## src/rtl/uart_tx_serializer_if.sv

```systemverilog
// Byte handshake between the upstream sequencer and the UART transmitter.
// The master presents tx_data/tx_valid; the slave answers with tx_ready.
interface uart_tx_serializer_if;
    logic [7:0] tx_data;
    logic       tx_valid;
    logic       tx_ready;

    modport master (output tx_data, output tx_valid, input tx_ready);
    modport slave  (input tx_data, input tx_valid, output tx_ready);
endinterface

```

## src/rtl/uart_tx_serializer.sv

```systemverilog
// UART transmit serializer: start bit, 8 data bits LSB first, stop bit.
// Bytes arrive on a valid/ready handshake; tx is driven straight from a flop.
// Build option: define UART_TX_PARITY_EN to insert an even-parity bit
// between the last data bit and the stop bit.
//
// state  | meaning
// -------+------------------------------------------------
// IDLE   | line high, ready for a byte
// START  | start bit (low) for CLKS_PER_BIT cycles
// DATA   | 8 data bits, LSB first, CLKS_PER_BIT cycles each
// PARITY | even parity bit (UART_TX_PARITY_EN builds only)
// STOP   | stop bit (high); tx_done on its last cycle
module uart_tx_serializer #(
    parameter int CLKS_PER_BIT = 16
) (
    input  logic                  clk,
    input  logic                  rst_n,
    input  logic                  ena,
    uart_tx_serializer_if.slave   up,
    output logic                  tx,
    output logic                  busy,
    output logic                  tx_done
);

    localparam int CNT_W = (CLKS_PER_BIT > 1) ? $clog2(CLKS_PER_BIT) : 1;
    localparam logic [CNT_W-1:0] BAUD_MAX = CNT_W'(CLKS_PER_BIT - 1);

    typedef enum logic [2:0] {
        IDLE   = 3'd0,
        START  = 3'd1,
        DATA   = 3'd2,
`ifdef UART_TX_PARITY_EN
        PARITY = 3'd3,
`endif
        STOP   = 3'd4
    } state_t;

    state_t           state_q, state_d;
    logic [CNT_W-1:0] baud_q, baud_d;
    logic [2:0]       bit_q, bit_d;
    logic [7:0]       shift_q, shift_d;
    logic             tx_q, tx_d;
    logic             bit_end;
`ifdef UART_TX_PARITY_EN
    logic             parity_q, parity_d;
`endif

    assign bit_end     = (baud_q == BAUD_MAX);
    assign up.tx_ready = (state_q == IDLE) && ena;
    assign busy        = (state_q != IDLE);
    assign tx_done     = (state_q == STOP) && bit_end && ena;
    assign tx          = tx_q;

    // State, counters, shift register and the registered line level.
    always_ff @(posedge clk or negedge rst_n) begin
        if (!rst_n) begin
            state_q  <= IDLE;
            baud_q   <= '0;
            bit_q    <= '0;
            shift_q  <= '0;
            tx_q     <= 1'b1;
`ifdef UART_TX_PARITY_EN
            parity_q <= 1'b0;
`endif
        end else begin
            state_q  <= state_d;
            baud_q   <= baud_d;
            bit_q    <= bit_d;
            shift_q  <= shift_d;
            tx_q     <= tx_d;
`ifdef UART_TX_PARITY_EN
            parity_q <= parity_d;
`endif
        end
    end

    // Next-state logic; with ena low every next value equals the current one.
    always_comb begin
        state_d  = state_q;
        baud_d   = baud_q;
        bit_d    = bit_q;
        shift_d  = shift_q;
`ifdef UART_TX_PARITY_EN
        parity_d = parity_q;
`endif
        if (ena) begin
            if (state_q != IDLE) begin
                baud_d = bit_end ? '0 : baud_q + CNT_W'(1);
            end
            case (state_q)
                IDLE: begin
                    if (up.tx_valid) begin
                        shift_d  = up.tx_data;
                        baud_d   = '0;
                        state_d  = START;
`ifdef UART_TX_PARITY_EN
                        parity_d = ^up.tx_data;
`endif
                    end
                end
                START: begin
                    if (bit_end) begin
                        state_d = DATA;
                        bit_d   = 3'd0;
                    end
                end
                DATA: begin
                    if (bit_end) begin
                        shift_d = {1'b0, shift_q[7:1]};
                        bit_d   = bit_q + 3'd1;
                        if (bit_q == 3'd7) begin
`ifdef UART_TX_PARITY_EN
                            state_d = PARITY;
`else
                            state_d = STOP;
`endif
                        end
                    end
                end
`ifdef UART_TX_PARITY_EN
                PARITY: begin
                    if (bit_end) begin
                        state_d = STOP;
                    end
                end
`endif
                STOP: begin
                    if (bit_end) begin
                        state_d = IDLE;
                    end
                end
                default: begin
                    state_d = IDLE;
                end
            endcase
        end

        // Line level for the upcoming cycle, so tx itself is a plain flop.
        tx_d = 1'b1;
        case (state_d)
            START:   tx_d = 1'b0;
            DATA:    tx_d = shift_d[0];
`ifdef UART_TX_PARITY_EN
            PARITY:  tx_d = parity_d;
`endif
            default: tx_d = 1'b1;
        endcase
    end

endmodule

```

## src/flat_wrapper.sv

```systemverilog
// flat-port wrapper written by rule: the top's interface ports become plain ports
module uart_tx_serializer_flat 
#(
    parameter int CLKS_PER_BIT = 16
)
  (clk, rst_n, ena, tx, busy, tx_done, up_tx_data, up_tx_valid, up_tx_ready);
  uart_tx_serializer_if up_i ();
  input  logic clk;
  input  logic rst_n;
  input  logic ena;
  output logic tx;
  output logic busy;
  output logic tx_done;
  input wire logic [$bits(up_i.tx_data)-1:0] up_tx_data;
  input wire logic [$bits(up_i.tx_valid)-1:0] up_tx_valid;
  output wire logic [$bits(up_i.tx_ready)-1:0] up_tx_ready;
  assign up_i.tx_data = up_tx_data;
  assign up_i.tx_valid = up_tx_valid;
  assign up_tx_ready = up_i.tx_ready;
  uart_tx_serializer #(.CLKS_PER_BIT(CLKS_PER_BIT)) u_core (.clk(clk), .rst_n(rst_n), .ena(ena), .up(up_i), .tx(tx), .busy(busy), .tx_done(tx_done));
endmodule
```

## config.mk

```make
export PLATFORM = sky130hd
export DESIGN_NAME = uart_tx_serializer_flat
export DESIGN_NICKNAME = d
export VERILOG_FILES = /design/src/rtl/uart_tx_serializer_if.sv /design/src/rtl/uart_tx_serializer.sv /design/src/flat_wrapper.sv
export SDC_FILE = /design/constraint.sdc
export NUM_CORES = 1
export LEC_CHECK = 0
export BUFFER_PORTS_ARGS = -buffer_cell sky130_fd_sc_hd__buf_2
export CAP_MARGIN = 10
export CORE_ASPECT_RATIO = 1.4
export CORE_UTILIZATION = 30
export DETAILED_ROUTE_END_ITERATION = 10
export PLACE_DENSITY = 0.59
export SETUP_SLACK_MARGIN = 0.02
export SYNTH_ARGS = -nofsm -noshare
export SYNTH_HDL_FRONTEND = slang
export SYNTH_SLANG_ARGS = --single-unit
```

## constraint.sdc

```tcl
create_clock -name clk -period 2.4 [get_ports clk]
set_clock_uncertainty 0.05 [all_clocks]
set_input_delay 0.48 -clock clk [delete_from_list [all_inputs] [get_ports clk]]
set_output_delay 0.48 -clock clk [all_outputs]
set_load 0.005 [all_outputs]
```

==> results of run 1 <==
[state kept, by name, indices dropped and copies added, names as in the netlist]
| name | flops |
|---|---|
| u_core.baud_q | 4 |
| u_core.state_q | 3 |
| u_core.tx | 1 |
| u_core.bit_q | 3 |
| u_core.shift_q | 8 |
[power by group through the flow]
stage,clock network [µW],registers (µW),logic (µW)
4_1_cts,223,573,389
6_report,216,574,384
3_5_place_dp,0,578,388
2_1_floorplan,0,509,359
5_1_grt,237,596,442
3_3_place_gp,0,576,378
[cell usage in the layout (no fill, tap or decap), types with 2 or more instances in the layout]
cell,n
dfrtp_1,18
buf_2,15
nor2_1,8
nand2_1,8
a22oi_1,6
a21oi_1,6
nand3_1,5
o21ai_1,5
a32o_1,4
nand4_1,3
inv_1,3
ha_1,3
clkbuf_8,3
and3_1,2
and2_1,2
nor2b_1,2
a32oi_1,2
[cells in the mapped netlist, drive strengths merged]
cell type	instances	share of area
mux2i	1	0.0096
and2b	1	0.0072
nor2	8	0.029
a22oi	6	0.043
or4	1	0.0072
ha	3	0.036
and2	2	0.012
nor2b	2	0.012
buf	6	0.031
dfstp	1	0.025
nor3b	2	0.019
o31ai	1	0.0072
nand3	5	0.024
a21oi	6	0.029
a32o	4	0.038
a32oi	2	0.017
o21bai	1	0.011
o211ai	1	0.012
and3	2	0.012
nand2	8	0.029
xnor2	1	0.0084
clkbuf	1	0.0036
o21ai	7	0.037
inv	4	0.014
dfrtp	18	0.43
and4	1	0.0084
nor4b	2	0.031
o22ai	1	0.0060
a22o	1	0.0084
or3	1	0.0060
o21a	1	0.0084
nand2b	1	0.0060
nand4	3	0.018
[path summary, 6_finish.rpt]
path,end,slack [ps],cells past startpoint
setup / recovery,tx_done,350,4
hold / removal,u_core.shift_q[2]$_DFFE_PN0P_,110,1
setup reg to reg,u_core.tx$_DFF_PN1_,620,6
hold reg to reg,u_core.bit_q[0]$_DFFE_PN0P_,440,1
max in group asynchronous,u_core.tx$_DFF_PN1_,1860,1
min in group clk,u_core.shift_q[7]$_DFFE_PN0P_,420,3
[critical path, cell delays in order, from the launching register on]
cell,delay [ps]
dfrtp_1,400
ha_1,290
nand4_1,170
nor4b_1,250
buf_2,160
[area by class of cell]
type	instances	area share
well taps	39	0.0415
flip-flops and latches	19	0.406
repair buffers	15	0.0639
multi-input cells	75	0.437
clock buffers	3	0.0351
clock inverters	1	0.00426
inverters	4	0.0128
[cells by family after synthesis]
family,count (synthesis)
compound gates,31
buf+inv,11
mux,1
simple gates,39
xor+xnor,1
flops,19
fa+ha+maj,3
[per-layer routing]
layer,up-vias,GRT usage
li1,413,-
met1,394,0.162
met2,22,0.199
met3,7,0.0255
met4,0,0.0811
met5,-,0
[stage by stage]
step           setup WS, ps  std cells  hold WS [ps]
3_3_place_gp            550        152           392
4_1_cts                 347        156           117
6_report                353        156           106
5_1_grt                 211        156           129
2_1_floorplan           832        105           134
3_5_place_dp            496        152           393
==> flow_summary.json, run 1 <==
{
  "grt_usage": 0.129,
  "grt_max_degree": 20,
  "power.total_uw": 1170,
  "vdd_ir_drop_max_mv": 0.428,
  "vias_per_cell": 5.36,
  "setup_viol": 0,
  "vias": 836,
  "synth_adder_area_share": 0.0361,
  "synth-simple-area-share": 0.221,
  "register_area_um2": 477,
  "highest_layer": "met4",
  "p_sw_uw": 423,
  "critical_path_class": "flop to output port",
  "fin_util": 0.366,
  "fill_cells": 336,
  "antennaDiodeCount": 0,
  "multi_input_area_um2": 513,
  "rsz0062_at_grt": "false",
  "die_area_mm2": 0.00371,
  "cp.arrival_ps": 1520,
  "crit_path_start_kind": "flop",
  "drc_errors": 0,
  "syn_area_per_cell_um2": 9.91,
  "slew_headroom": 0.684,
  "place_area_mm2": 0.00113,
  "p_leak_uw": 0.000509,
  "gr-total-overflow": 0,
  "cts_buffers": 3,
  "antenna_left": 0,
  "synth.area.mux_share": 0.00962,
  "dp_hpwl_um": 1550,
  "post-route-min-period_ps": 2050,
  "wl_met1_um": 966,
  "io_pins": 16,
  "synth.distinct_cells": 39,
  "die_y_um": 71.7,
  "cts_tree": "built",
  "timing.final.crit_share": 0.853,
  "htree_levels": 1,
  "wl_met2_um": 965,
  "ys_seq_area_frac": 0.458,
  "crit_path_max_fanout": 7,
  "p_int_uw": 751,
  "clkTransAtPathRegs_ps": 70,
  "clock_latency_ps": 250,
  "synth_top_family_by_area": "simple AND/OR/NAND/NOR gates",
  "synth_area_mm2": 0.00104,
  "syn_inst": 105,
  "area_growth_pct": 12.9,
  "dr.pass1.iters": 4,
  "drive_gt1_frac": 0.231,
  "yosys_warnings": 0,
  "synth-seq-cells": 19,
  "cts-resized-gates": 0,
  "drt-total-wl_um": 2080,
  "clock_tree.root_cell": "clkbuf_8",
  "setup-tns-final_ps": 0,
  "globalplace.congestion": 0.795,
  "grt_pass1_vias": 864,
  "cts_hold_buf": 0,
  "initial_utilization": 0.324,
  "coreArea_mm2": 0.00321,
  "die_x_um": 51.8,
  "p_seq_frac": 0.489,
  "antenna_found_initial": 0,
  "maxCapViolCount": 0,
  "tightest_slew_ps": 472,
  "clockBufferDepth": 2,
  "route.met3.wl_um": 74,
  "status": "completed",
  "synth-compound-area-share": 0.218,
  "required_ps": 1870,
  "reg2reg_from": "u_core.baud_q[0]$_DFFE_PN0P_",
  "cp-end-kind": "output port",
  "nNetsFinal": 133,
  "p_per_area_mw_per_mm2": 1000,
  "power_frac_clock": 0.184,
  "finalHoldViolations": 0,
  "rows": 24,
  "post_drt_wl_per_cell_um": 13.4,
  "cts.sinks": 19,
  "cts_setup_buffers": 0,
  "synthXorXnorAreaFrac": 0.00841,
  "syn-num-nets": 120,
  "final_cell_area_mm2": 0.00117,
  "crit_start": "u_core.baud_q[0]$_DFFE_PN0P_",
  "fmax_ghz": 0.489,
  "hold_path.class": "input pin to async pin",
  "swShare": 0.361,
  "numPortBuffers": 15,
  "drv_slew": 0,
  "comb_power_share": 0.327,
  "grt_pass1_wl_um": 3620,
  "drt_iter0_markers": 19
}
Note: power is estimated with default switching activity, not from simulation.
==> run 2: changes to the inputs <==
Settings changed: CORE_MARGIN from default to 3.
==> flow_summary.json, run 2 (synthesized netlist as in run 1, its figures left out) <==
{
  "finalNonFillerCells": 156,
  "setup-tns-final_ps": 0,
  "cts_buffers": 3,
  "cts-resized-gates": 0,
  "rows": 24,
  "critical_path_class": "flop to output port",
  "cts.sinks": 19,
  "grt_pass1_vias": 861,
  "htree_levels": 1,
  "layout_commonest_cell": "dfrtp_1",
  "initial_utilization": 0.324,
  "clock_latency_ps": 260,
  "post_drt_wl_per_cell_um": 14.0,
  "maxCapViolCount": 0,
  "crit_buf_inv": 1,
  "cts_hold_buf": 0,
  "vias": 857,
  "crit_path_start_kind": "flop",
  "antenna_left": 0,
  "layout_common_cells": "dfrtp_1 (18), buf_2 (15), nor2_1 (8), nand2_1 (8)",
  "numPlacedInstances": 152,
  "setup_viol": 0,
  "cts_setup_buffers": 0,
  "antennaDiodeCount": 0,
  "cp.arrival_ps": 1530,
  "p_per_area_mw_per_mm2": 1010,
  "rsz0062_at_grt": "false",
  "drt-total-wl_um": 2180,
  "cp-end-kind": "output port",
  "post-route-min-period_ps": 2060,
  "clkTransAtPathRegs_ps": 70,
  "die_y_um": 75.7,
  "die_area_mm2": 0.00422,
  "drv_slew": 0,
  "drt_iter0_markers": 51,
  "clockBufferDepth": 2,
  "critPathSlowestCell": "dfrtp_1",
  "grt_max_degree": 20,
  "fill_cells": 327,
  "drc_errors": 0,
  "coreArea_mm2": 0.00321,
  "whs_ps": 94.2,
  "fmax_ghz": 0.486,
  "vdd_ir_drop_max_mv": 0.386,
  "dr.pass1.iters": 4,
  "timing.final.crit_share": 0.857,
  "nNetsFinal": 133,
  "max_stage_delay_ps": 390,
  "required_ps": 1870,
  "hold_path.class": "input pin to async pin",
  "largest-register": "u_core.shift_q",
  "globalplace.congestion": 0.835,
  "finalHoldViolations": 0,
  "clock_tree.root_cell": "clkbuf_8",
  "vias_per_cell": 5.49,
  "antenna_found_initial": 0,
  "critical-path-top-delay-family": "simple AND/OR/NAND/NOR gates",
  "p_leak_uw": 0.000506,
  "preCtsSetupSlack_ps": 478,
  "numPortBuffers": 15,
  "crit_path_max_fanout": 7,
  "die_x_um": 55.8,
  "cts_tree": "built",
  "largest_reg_flops": 8,
  "reg_top3": "u_core.shift_q x8, u_core.baud_q x4",
  "dp_hpwl_um": 1590,
  "slew_headroom": 0.687,
  "drive_gt1_frac": 0.222,
  "area_growth_pct": 12.7,
  "fin_ws_ps": 343,
  "io_pins": 16,
  "gr-total-overflow": 0,
  "status": "completed",
  "grt_pass1_wl_um": 3680,
  "tightest_slew_ps": 468,
  "grt_usage": 0.113,
  "crit_chain": "ha_1, nand4_1, nor4b_1, buf_2"
}
-- run 2: path summary, 6_finish.rpt --
| check | from | slack (ps) | cells after the start | endpoint |
|---|---|---|---|---|
| max in group asynchronous | rst_n | 1880 | 1 | u_core.tx$_DFF_PN1_ |
| max reg2reg | u_core.baud_q[0]$_DFFE_PN0P_ | 630 | 6 | u_core.tx$_DFF_PN1_ |
| min | rst_n | 90 | 1 | u_core.shift_q[3]$_DFFE_PN0P_ |
| min reg2reg | u_core.bit_q[0]$_DFFE_PN0P_ | 440 | 1 | u_core.bit_q[0]$_DFFE_PN0P_ |
| max | u_core.baud_q[0]$_DFFE_PN0P_ | 340 | 4 | tx_done |
| min in group clk | up_tx_data[7] | 400 | 3 | u_core.shift_q[7]$_DFFE_PN0P_ |
-- run 2: worst register-to-register path, cell delays in order (launching register included) --
cell      delay [ps]
dfrtp_1          390
ha_1             300
and4_1           230
o21a_2           300
o211ai_2         120
nor3b_1          240
o21bai_2          80
-- run 2: where the power goes --
part / total, µW / leakage [µW] / internal, µW / switching, µW
sequential: 575 / 0.000233 / 444 / 131
combinational: 382 / 0.000251 / 191 / 191
clock: 227 / 0.0000228 / 118 / 108
total: 1180 / 0.000506 / 754 / 430
-- run 2: layout make-up --
type	instances	area, µm²	share of cell area
tap	39	48.8	0.0416
inverter	4	15.0	0.0128
clock buffer	4	45.0	0.0384
sequential	19	477	0.406
multi-input combinational	75	513	0.437
timing repair buffer	15	75.1	0.0640
-- run 2: through the flow --
step / cell area (µm²) / util / power (µW)
global placement: 1130 / 0.351 / 951
CTS: 1170 / 0.365 / 1200
global route: 1170 / 0.365 / 1270
finish: 1170 / 0.365 / 1180
detailed placement: 1130 / 0.351 / 968
floorplan: 1040 / - / 867
-- run 2: layer usage --
metal  up-vias  wire length (µm)  global-route usage
met5         -                 0                   0
met2        24              1060               0.187
li1        415                 -                   -
met3         5                83              0.0186
met4         0                50              0.0973
met1       413               993               0.128
